### src/rtl/serial_master_tx_if.sv
// -----------------------------------------------------------------------------
// serial_master_tx_if
// Serial bus between the master engine and the decoder/slave side.
//   mwdata      master -> bus   serial data bit
//   mvalid      master -> bus   serial bit valid
//   mmode       master -> bus   transaction mode (1=write) during MADDR/WDATA
//   ack         bus -> master   decoder acknowledgement of the device address
//   sready      bus -> master   selected slave finished the write
//   srdata      bus -> master   serial read data bit
//   svalid      bus -> master   srdata valid
//   ssplit      bus -> master   slave splits the transaction
//   split_grant bus -> master   arbiter resumes a split transaction
// -----------------------------------------------------------------------------
interface serial_master_tx_if;
    logic mwdata;
    logic mvalid;
    logic mmode;
    logic ack;
    logic sready;
    logic srdata;
    logic svalid;
    logic ssplit;
    logic split_grant;

    modport master (
        output mwdata, mvalid, mmode,
        input  ack, sready, srdata, svalid, ssplit, split_grant
    );

    modport slave (
        input  mwdata, mvalid, mmode,
        output ack, sready, srdata, svalid, ssplit, split_grant
    );
endinterface

### src/rtl/serial_master_tx.sv
// -----------------------------------------------------------------------------
// serial_master_tx
// Master-side serial bus engine. Takes a parallel request from the local
// master, sends the device address LSB-first, waits for the decoder ack,
// sends the memory address (and write data for writes) LSB-first, then waits
// for write completion or collects serial read data. Slaves may split a
// transaction; the engine parks in SPLIT until the arbiter grants it back.
//
// Ports:
//   clk, rst        clock, synchronous active-high reset
//   req, wr         request strobe (sampled in IDLE only), 1=write / 0=read
//   dev_addr        target device address
//   mem_addr        address inside the device
//   wdata           write data
//   busy            high in every state except IDLE
//   done, err       one-cycle pulses: successful completion / ack timeout
//   rdata           last read word, held until the next read completes
//   bus             serial bus (master modport)
// -----------------------------------------------------------------------------
module serial_master_tx #(
    parameter int ADDR_WIDTH        = 16,
    parameter int DEVICE_ADDR_WIDTH = 4,
    parameter int MEM_ADDR_WIDTH    = ADDR_WIDTH - DEVICE_ADDR_WIDTH,
    parameter int DATA_WIDTH        = 8,
    parameter int ACK_TIMEOUT       = 16
) (
    input  logic                         clk,
    input  logic                         rst,
    input  logic                         req,
    input  logic                         wr,
    input  logic [DEVICE_ADDR_WIDTH-1:0] dev_addr,
    input  logic [MEM_ADDR_WIDTH-1:0]    mem_addr,
    input  logic [DATA_WIDTH-1:0]        wdata,
    output logic                         busy,
    output logic                         done,
    output logic                         err,
    output logic [DATA_WIDTH-1:0]        rdata,
    serial_master_tx_if.master           bus
);

    // One bit counter serves every serial field, so it is sized for the
    // widest one; the timeout counter counts up to ACK_TIMEOUT-1.
    localparam int MAX_DM = (DEVICE_ADDR_WIDTH > MEM_ADDR_WIDTH) ? DEVICE_ADDR_WIDTH : MEM_ADDR_WIDTH;
    localparam int MAX_W  = (MAX_DM > DATA_WIDTH) ? MAX_DM : DATA_WIDTH;
    localparam int CNT_W  = (MAX_W > 1) ? $clog2(MAX_W) : 1;
    localparam int TMO_W  = $clog2(ACK_TIMEOUT + 1);

    localparam logic [CNT_W-1:0] DEV_LAST  = CNT_W'(DEVICE_ADDR_WIDTH - 1);
    localparam logic [CNT_W-1:0] MEM_LAST  = CNT_W'(MEM_ADDR_WIDTH - 1);
    localparam logic [CNT_W-1:0] DATA_LAST = CNT_W'(DATA_WIDTH - 1);
    localparam logic [TMO_W-1:0] TMO_LAST  = TMO_W'(ACK_TIMEOUT - 1);

    typedef enum logic [3:0] {
        IDLE, DADDR, ACKW, MADDR, WDATA, CMPL, RWAIT, RDATA, SPLIT
    } state_t;

    state_t                         state_q, state_d;
    logic [CNT_W-1:0]               cnt_q, cnt_d;
    logic [TMO_W-1:0]               tmo_q, tmo_d;
    logic                           split_rd_q, split_rd_d;   // 1: split came from RWAIT
    logic                           wr_q, wr_d;
    logic [DEVICE_ADDR_WIDTH-1:0]   dev_addr_q, dev_addr_d;
    logic [MEM_ADDR_WIDTH-1:0]      mem_addr_q, mem_addr_d;
    logic [DATA_WIDTH-1:0]          wdata_q, wdata_d;
    logic [DATA_WIDTH-2:0]          rbuf_q, rbuf_d;           // bits received so far, MSB-aligned
    logic [DATA_WIDTH-1:0]          rdata_q, rdata_d;
    logic [DATA_WIDTH-1:0]          rx_word;
    logic                           done_q, done_d;
    logic                           err_q, err_d;
    logic                           mvalid_q, mvalid_d;
    logic                           mwdata_q, mwdata_d;
    logic                           mmode_q, mmode_d;
    logic [MAX_W-1:0]               dev_pad, mem_pad, wdata_pad;

    // Incoming bit enters at the top; after DATA_WIDTH shifts the first
    // (LSB) bit has reached position 0.
    assign rx_word = {bus.srdata, rbuf_q};

    // -------------------------------------------------------------------------
    // State register
    // -------------------------------------------------------------------------
    // NOTE: sequential state uses non-blocking assignments so every register
    // samples the pre-edge value of every other register.
    always_ff @(posedge clk) begin
        if (rst) begin
            state_q    <= IDLE;
            cnt_q      <= '0;
            tmo_q      <= '0;
            split_rd_q <= 1'b0;
            rdata_q    <= '0;
            done_q     <= 1'b0;
            err_q      <= 1'b0;
            mvalid_q   <= 1'b0;
            mwdata_q   <= 1'b0;
            mmode_q    <= 1'b0;
        end else begin
            state_q    <= state_d;
            cnt_q      <= cnt_d;
            tmo_q      <= tmo_d;
            split_rd_q <= split_rd_d;
            rdata_q    <= rdata_d;
            done_q     <= done_d;
            err_q      <= err_d;
            mvalid_q   <= mvalid_d;
            mwdata_q   <= mwdata_d;
            mmode_q    <= mmode_d;
        end
    end

    // NOTE: the request payload and the receive shifter are always written
    // before they are read, so they carry no reset.
    always_ff @(posedge clk) begin
        wr_q       <= wr_d;
        dev_addr_q <= dev_addr_d;
        mem_addr_q <= mem_addr_d;
        wdata_q    <= wdata_d;
        rbuf_q     <= rbuf_d;
    end

    // -------------------------------------------------------------------------
    // Next-state logic (state, counters, payload)
    // -------------------------------------------------------------------------
    // NOTE: every variable gets a default at the top of a combinational
    // block, so no path leaves it unassigned and no latch is inferred.
    always_comb begin
        state_d    = state_q;
        cnt_d      = cnt_q;
        tmo_d      = tmo_q;
        split_rd_d = split_rd_q;
        wr_d       = wr_q;
        dev_addr_d = dev_addr_q;
        mem_addr_d = mem_addr_q;
        wdata_d    = wdata_q;
        rbuf_d     = rbuf_q;
        rdata_d    = rdata_q;

        case (state_q)
            IDLE: begin
                // done_q marks the completion cycle; a request there is dropped.
                if (req && !done_q) begin
                    wr_d       = wr;
                    dev_addr_d = dev_addr;
                    mem_addr_d = mem_addr;
                    wdata_d    = wdata;
                    cnt_d      = '0;
                    state_d    = DADDR;
                end
            end
            DADDR: begin
                if (cnt_q == DEV_LAST) begin
                    cnt_d   = '0;
                    tmo_d   = '0;
                    state_d = ACKW;
                end else begin
                    cnt_d = cnt_q + 1'b1;
                end
            end
            ACKW: begin
                // ack is tested first so it wins on the expiry cycle.
                if (bus.ack) begin
                    tmo_d   = '0;
                    cnt_d   = '0;
                    state_d = MADDR;
                end else if (tmo_q == TMO_LAST) begin
                    tmo_d   = '0;
                    state_d = IDLE;
                end else begin
                    tmo_d = tmo_q + 1'b1;
                end
            end
            MADDR: begin
                if (cnt_q == MEM_LAST) begin
                    cnt_d   = '0;
                    state_d = wr_q ? WDATA : RWAIT;
                end else begin
                    cnt_d = cnt_q + 1'b1;
                end
            end
            WDATA: begin
                if (cnt_q == DATA_LAST) begin
                    cnt_d   = '0;
                    state_d = CMPL;
                end else begin
                    cnt_d = cnt_q + 1'b1;
                end
            end
            CMPL: begin
                if (bus.sready) begin
                    state_d = IDLE;
                end else if (bus.ssplit) begin
                    split_rd_d = 1'b0;
                    state_d    = SPLIT;
                end
            end
            RWAIT, RDATA: begin
                // A stalled svalid simply holds the counter; split is honoured
                // only before the first bit has arrived.
                if (bus.svalid) begin
                    rbuf_d = rx_word[DATA_WIDTH-1:1];
                    if (cnt_q == DATA_LAST) begin
                        rdata_d = rx_word;
                        cnt_d   = '0;
                        state_d = IDLE;
                    end else begin
                        cnt_d   = cnt_q + 1'b1;
                        state_d = RDATA;
                    end
                end else if (state_q == RWAIT && bus.ssplit) begin
                    split_rd_d = 1'b1;
                    state_d    = SPLIT;
                end
            end
            SPLIT: begin
                if (bus.split_grant) begin
                    state_d = split_rd_q ? RWAIT : CMPL;
                end
            end
            default: begin
                state_d = IDLE;
            end
        endcase
    end

    // -------------------------------------------------------------------------
    // Output logic: computed from the next state so the registered bus
    // outputs line up with the cycle the FSM spends in that state.
    // -------------------------------------------------------------------------
    always_comb begin
        mvalid_d  = 1'b0;
        mwdata_d  = 1'b0;
        mmode_d   = 1'b0;
        dev_pad   = MAX_W'(dev_addr_d);
        mem_pad   = MAX_W'(mem_addr_d);
        wdata_pad = MAX_W'(wdata_d);

        case (state_d)
            DADDR: begin
                mvalid_d = 1'b1;
                mwdata_d = dev_pad[cnt_d];
            end
            MADDR: begin
                mvalid_d = 1'b1;
                mmode_d  = wr_d;
                mwdata_d = mem_pad[cnt_d];
            end
            WDATA: begin
                mvalid_d = 1'b1;
                mmode_d  = wr_d;
                mwdata_d = wdata_pad[cnt_d];
            end
            default: begin
            end
        endcase

        done_d = (state_q == CMPL && bus.sready)
              || ((state_q == RWAIT || state_q == RDATA) && bus.svalid && cnt_q == DATA_LAST);
        err_d  = (state_q == ACKW) && !bus.ack && (tmo_q == TMO_LAST);
    end

    assign busy       = (state_q != IDLE);
    assign done       = done_q;
    assign err        = err_q;
    assign rdata      = rdata_q;
    assign bus.mvalid = mvalid_q;
    assign bus.mwdata = mwdata_q;
    assign bus.mmode  = mmode_q;

endmodule

### src/flat_wrapper.sv
// flat-port wrapper written by rule: the top's interface ports become plain ports
module serial_master_tx_flat 
#(
    parameter int ADDR_WIDTH        = 16,
    parameter int DEVICE_ADDR_WIDTH = 4,
    parameter int MEM_ADDR_WIDTH    = ADDR_WIDTH - DEVICE_ADDR_WIDTH,
    parameter int DATA_WIDTH        = 8,
    parameter int ACK_TIMEOUT       = 16
)
  (clk, rst, req, wr, dev_addr, mem_addr, wdata, busy, done, err, rdata, bus_mwdata, bus_mvalid, bus_mmode, bus_ack, bus_sready, bus_srdata, bus_svalid, bus_ssplit, bus_split_grant);
  serial_master_tx_if bus_i ();
  input  logic clk;
  input  logic rst;
  input  logic req;
  input  logic wr;
  input  logic [DEVICE_ADDR_WIDTH-1:0] dev_addr;
  input  logic [MEM_ADDR_WIDTH-1:0] mem_addr;
  input  logic [DATA_WIDTH-1:0] wdata;
  output logic busy;
  output logic done;
  output logic err;
  output logic [DATA_WIDTH-1:0] rdata;
  output wire logic [$bits(bus_i.mwdata)-1:0] bus_mwdata;
  output wire logic [$bits(bus_i.mvalid)-1:0] bus_mvalid;
  output wire logic [$bits(bus_i.mmode)-1:0] bus_mmode;
  input wire logic [$bits(bus_i.ack)-1:0] bus_ack;
  input wire logic [$bits(bus_i.sready)-1:0] bus_sready;
  input wire logic [$bits(bus_i.srdata)-1:0] bus_srdata;
  input wire logic [$bits(bus_i.svalid)-1:0] bus_svalid;
  input wire logic [$bits(bus_i.ssplit)-1:0] bus_ssplit;
  input wire logic [$bits(bus_i.split_grant)-1:0] bus_split_grant;
  assign bus_mwdata = bus_i.mwdata;
  assign bus_mvalid = bus_i.mvalid;
  assign bus_mmode = bus_i.mmode;
  assign bus_i.ack = bus_ack;
  assign bus_i.sready = bus_sready;
  assign bus_i.srdata = bus_srdata;
  assign bus_i.svalid = bus_svalid;
  assign bus_i.ssplit = bus_ssplit;
  assign bus_i.split_grant = bus_split_grant;
  serial_master_tx #(.ADDR_WIDTH(ADDR_WIDTH), .DEVICE_ADDR_WIDTH(DEVICE_ADDR_WIDTH), .MEM_ADDR_WIDTH(MEM_ADDR_WIDTH), .DATA_WIDTH(DATA_WIDTH), .ACK_TIMEOUT(ACK_TIMEOUT)) u_core (.clk(clk), .rst(rst), .req(req), .wr(wr), .dev_addr(dev_addr), .mem_addr(mem_addr), .wdata(wdata), .busy(busy), .done(done), .err(err), .rdata(rdata), .bus(bus_i));
endmodule
### config.mk
export PLATFORM = sky130hd
export DESIGN_NAME = serial_master_tx_flat
export DESIGN_NICKNAME = d
export VERILOG_FILES = /design/src/rtl/serial_master_tx_if.sv /design/src/rtl/serial_master_tx.sv /design/src/flat_wrapper.sv
export SDC_FILE = /design/constraint.sdc
export NUM_CORES = 1
export LEC_CHECK = 0
export ABC_AREA = 0
export BUFFER_PORTS_ARGS = -buffer_cell sky130_fd_sc_hd__buf_2
export CAP_MARGIN = 10
export CELL_PAD_IN_SITES_DETAIL_PLACEMENT = 1
export CELL_PAD_IN_SITES_GLOBAL_PLACEMENT = 1
export CORE_MARGIN = 8
export CORE_UTILIZATION = 46
export DETAILED_ROUTE_END_ITERATION = 8
export GPL_TIMING_DRIVEN = 1
export PLACE_DENSITY = 0.93
export SLEW_MARGIN = 20
export SYNTH_ARGS = -nofsm -noshare
export SYNTH_HDL_FRONTEND = slang
export SYNTH_SLANG_ARGS = --single-unit
### constraint.sdc
create_clock -name clk -period 5.7 [get_ports clk]
set_input_delay 0.285 -clock clk [delete_from_list [all_inputs] [get_ports clk]]
set_output_delay 0.285 -clock clk [all_outputs]
set_load 0.01 [all_outputs]
* Word level (Yosys, flattened, before mapping) *
Index checks and enable logic that the tools add are counted.

word-level totals
  register bits = 59
  bits of input ports = 34
  output and inout bits = 14

cells by class
  $add $sub $neg = 2
  order comparisons = 1
  equal/unequal tests = 20
  muxes and demuxes = 47
  bitwise operators = 1
  reductions and logical operators = 23

operators by type and width
  kind                 number
  $mux 4               19
  $pmux 4 s8           1
  $eq 4x3->1 const B   6
  $mux 12              2
  $pmux 4 s6           1
  $eq 4x2->1 const B   4
  $mux 8               2
  $mux 5               3
  $bmux 1 s4           3
  $mux 1               10
  $pmux 5 s2           1
  $eq 4x1->1 const B   2
  $eq 4x4->1 const B   2
  $logic_and 1x1->1    7
  $ne 2x2->1 const B   3
  $reduce_or 2->1      3
  $add 5x1->5 const B  1
  $eq 5x4->1 const B   1
  $lt 4x5->1 const B   1
  $reduce_and 5->1     1
  $add 4x1->4 const B  1
  $logic_not 4->1      1
  $mux 2               2
  $ne 2x1->1 const B   2
  11 further kinds     15

* Depth between registers and ports, before layout *
  word-level depth = 9
  gate-level depth with buffers = 11

* Worst setup path before layout *
OpenSTA, ideal clock, no wires.

  path kind = reg2reg
  from = register u_core.cnt_q[0]
  to = register u_core.mwdata_q, in the netlist u_core.bus.mwdata
  data arrival time = 2.434 ns
  path slack = 3.177 ns
  cell stages (with the launch flop) = 11
  buffers on the path = 1
  cells stage by stage = dfxtp_1 > ha_1 > nand4b_1 > a32oi_1 > a2111oi_2 > a211oi_4 > buf_6 > mux2i_1 > or3b_1 > a31o_1 > a311oi_2

on the way
  cells in the longest elaborated chain, start to end = 7

ends and longest elaborated chain
  item                                              line                                                                       RTL
  start: declaration                                serial_master_tx.sv:58                                                     logic [CNT_W-1:0] cnt_q, cnt_d;
  start signal: assignment                          serial_master_tx.sv:98                                                     cnt_q <= cnt_d;
  $add 4x1->4 / $eq 4x3->1 (equally long branches)  n/a
  $mux 4                                            serial_master_tx.sv:180, serial_master_tx.sv:200
  $mux 4                                            serial_master_tx.sv:198                                                    if (bus.svalid) begin
  $pmux 4 s6                                        serial_master_tx.sv:137                                                    case (state_q)
  $bmux 1 s4 (on tied branches)                     serial_master_tx.sv:249, serial_master_tx.sv:239, serial_master_tx.sv:244
  $mux 1 (on tied branches)                         serial_master_tx.sv:249, serial_master_tx.sv:239, serial_master_tx.sv:244
  $pmux 1 s3 (*)                                    serial_master_tx.sv:236                                                    case (state_d)
  end signal: assignment                            serial_master_tx.sv:105                                                    mwdata_q <= mwdata_d;
  end: declaration                                  serial_master_tx.sv:71                                                     logic mwdata_q, mwdata_d;

Every way passes the cells marked *; elsewhere a longest branch is shown, timed or not. The select of a mux whose other input is x is not followed.
A chain may end at the register's enable or synchronous reset.

* Final worst setup path *
  from = register u_core.state_q[1]
  to = register u_core.mwdata_q, in the netlist u_core.bus.mwdata

on the way
  cells in the longest elaborated chain, start to end = 7

ends and longest elaborated chain
  item                                                line                     RTL
  start: declaration                                  serial_master_tx.sv:57   state_t state_q, state_d;
  start signal: assignment                            serial_master_tx.sv:97   state_q <= state_d;
  branches (longest 6 deep; another with $pmux 4 s6)  n/a
  $pmux 1 s3 (*)                                      serial_master_tx.sv:236

Every way passes the cells marked *. The select of a mux whose other input is x is not followed.

==> run_results.csv <==
group,metric,value,unit
global_routing,grt_pass1_vias,2466,
clocking,cts_buffers,9,
synth,ys.flop_type,"dfxtp_1",
finish,final.fill_count,687,
critical_path,cp-end-kind,"register",
floorplan,die_w,94.1,µm
floorplan,fp-row-count,28,
power_and_ir_drop,power_density,323,nW/µm²
critical_path,critical_path.top_delay_family,"compound AO/OA/AOI/OAI gates",
place,dp.cells,382,
global_routing,grt_max_degree,28,
timing,hold_viol,0,
place,dpl_cell_area,3030,µm²
clocking,post_cts_resize_count,0,
critical_path,worstPathRequired,5.90,ns
hold_path,hp-class,"in2reg",
floorplan,core,5920,µm²
finish,synthToLayoutAreaGrowth,16.3,%
finish,num_antenna_cells,0,
power_and_ir_drop,pwr-share-comb,12.8,%
synth,seq_area_frac_synth,44.6,%
drt,routedWlPerCell,20.6,µm
finish,fin_util,55.2,%
clocking,root_buffer,"clkbuf_8",
timing,finClkSkew,0.00706,ns
power_and_ir_drop,seqPwrFrac,44.3,%
floorplan,start_util,47.4,%
drt,vias,2325,
floorplan,die_h,94.1,µm
place,io_buffers,47,
clocking,cts_setup_buffers,0,
synth,avgSynthCellArea,10.2,µm²
synth,ys_types,60,
synth,syn-cell-area,2810,µm²
critical_path,cp_cell_sequence,"nor2b_1, a31oi_1, a2111oi_2, a211oi_4, mux2_2, mux4_2, nand2b_1, a311oi_2",
finish,drive_gt1_share,33.4,%
power_and_ir_drop,p_leak,1.31,nW
critical_path,r2r_start,"u_core.state_q[1]",
critical_path,path_max_fanout,20,
synth,yosys_warnings,0,
critical_path,crit_start,"u_core.state_q[1]",
finish,fin_cells,398,
finish,fin_area,3270,µm²
power_and_ir_drop,peakVddDrop,0.161,mV
clocking,cts_tree,"yes",
synth,synthTopCellsByArea,"dfxtp_1 37%, mux2_2 14%, edfxtp_1 7.5%, nor2_1 4.8%, mux2i_1 4.3%",
drt,drt-total-wl,8190,µm
critical_path,reg2regPathDepth,8,
run_status,status,"finished clean",
timing,finalCritPeriodShare,60.6,%
power_and_ir_drop,p_int,0.813,mW
drt,drc_errors,0,
flow_run,maxCapViolCount,0,
global_routing,grt_overflow_total,0,
synth,synthMuxAreaShare,19.1,%
global_routing,antenna_found_initial,0,
power_and_ir_drop,switchingPower,0.242,mW
drt,drt_iter0_drc,197,
clocking,cts_sinks,59,
timing,hold_ws,0.139,ns
critical_path,arrival,3.66,ns
critical_path,criticalPathCategory,"reg2reg",
timing,period_minus_slack,3.45,ns
clocking,clk_path_buf_depth,2,
critical_path,startpoint_type,"register",
clocking,h-tree-depth,3,
clocking,clk_pin_slew_worst_paths,0.07,ns
place,hpwl,5320,µm
synth,synth_adder_area_share,0.891,%
global_routing,grt_first_pass_wirelength,13000,µm
synth,synth_xor_area_share,0.312,%
finish,layout.nets,354,
synth,synthTopCellsByCount,"52 x dfxtp_1, 36 x nor2_1, 35 x mux2_2",
synth,synth-async-reset-ratio,0,%
global_routing,grt.total_usage,19.3,%
synth,synth_compound_area_share,12.9,%
power_and_ir_drop,pwr-share-clk,42.9,%
timing,drv_slew,0,
timing,maxSlewHeadroom,51.9,%
clocking,clock_latency,0.34,ns
critical_path,worst_path_largest_cell_delay,0.78,ns
synth,synthCells,276,
power_and_ir_drop,switching_share,22.9,%
timing,setup_tns,0,ns
critical_path,slowest_stage,"dfxtp_1",
drt,avgViaCountPerCell,5.84,
timing,max_freq,289,MHz
timing,worst_pin_slew,0.715,ns
synth,ys_ff_latch,59,
critical_path,path_depth,8,
synth,synthDominantCellAreaShare,37.1,%
floorplan,num_io_pins,48,
hold_path,min_from,"bus_srdata",
synth,yosys.area_share.simple,17.8,%
drt,postRouteAntennaNets,0,
synth,synth.most_common_cell,"dfxtp_1",
synth,yosysTopAreaCell,"dfxtp_1",
floorplan,die_area,8860,µm²
clocking,cts_hold_buf,0,
drt,dr.pass1.iters,4,
synth,syn-num-nets,312,
hold_path,hold_depth,1,
critical_path,path_buf_inv,0,
synth,synth_top_family_by_area,"multiplexers",
synth,synth_edf_count,7,
timing,setup_violations,0,
timing,rsz0062_at_grt,"no",
place,gp_congestion,0.861,
## cells in the final DEF (no fill, tap or decap), drive strengths merged, types with 7 or more instances in the layout
cell type  synthesis  layout
a21oi             13      13
buf               12      47
clkbuf             4      11
dfxtp             52      52
edfxtp             7       7
mux2              35      35
mux2i             12      12
nand2             15      15
nand2b             8       8
nand3             11      11
nor2              38      38
## power groups by stage
| stage | clock [mW] | sequential, mW | combinational (mW) |
|---|---|---|---|
| floorplan | 0 | 0.470 | 0.0996 |
| global placement | 0 | 0.472 | 0.125 |
| finish | 0.453 | 0.468 | 0.135 |
| global route | 0.476 | 0.471 | 0.145 |
| CTS | 0.460 | 0.467 | 0.135 |
| detailed placement | 0 | 0.475 | 0.130 |
## logic make-up after synthesis
kind of cell / after synthesis
AO/OA/AOI/OAI: 47
XOR/XNOR: 1
adder cells (fa/ha/maj): 2
buffers and inverters: 21
flip-flops: 59
multiplexers: 48
AND/OR/NAND/NOR: 98
## routing by layer
layer / routed length (µm) / global-route usage, % / up-vias / share of wire (%)
li1: - / - / 1083 / -
met5: 0 / 0 / - / 0
met1: 3280 / 21.4 / 1128 / 40
met3: 382 / 4.16 / 36 / 4.7
met4: 382 / 11.8 / 0 / 4.7
met2: 4150 / 32.9 / 78 / 51
## flip-flops by register name (all words and copies together), names as in the netlist, 4 cells and up
register and flops:
u_core.mem_addr_q 12, u_core.rdata 8, u_core.wdata_q 8, u_core.rbuf_q 7, u_core.tmo_q 5, u_core.cnt_q 4, u_core.dev_addr_q 4, u_core.state_q 4
## final timing paths
check | endpoint | slack [ns]
hold reg to reg | u_core.rbuf_q[3] | 0.45
setup reg to reg | u_core.bus.mwdata | 2.25
setup / recovery | u_core.bus.mwdata | 2.25
hold / removal | u_core.rbuf_q[6] | 0.14
## metrics by stage
step	power (mW)	setup WS, ns
after floorplan	0.569	3.18
after global placement	0.597	2.59
after detailed placement	0.605	2.36
after CTS	1.06	2.29
after global routing	1.09	2.08
final	1.06	2.25
## worst register-to-register path: cells and delay by family, from the launching register on
family | cells | cell delay (ns)
flops | 1 | 0.78
mux | 2 | 0.89
simple gates | 2 | 0.34
compound gates | 4 | 1.31
## area by class of cell
type                       count  area (µm²)  share of cell area [%]
clock buffer                  11         131                    4.02
clock inverter                 5         101                    3.10
inverter                       5        18.8                   0.575
multi-input combinational    196        1430                    43.9
sequential                    59        1250                    38.3
tap                           75        93.8                    2.87
timing repair buffer          47         235                    7.20
Power figures use the tool's default switching activity.
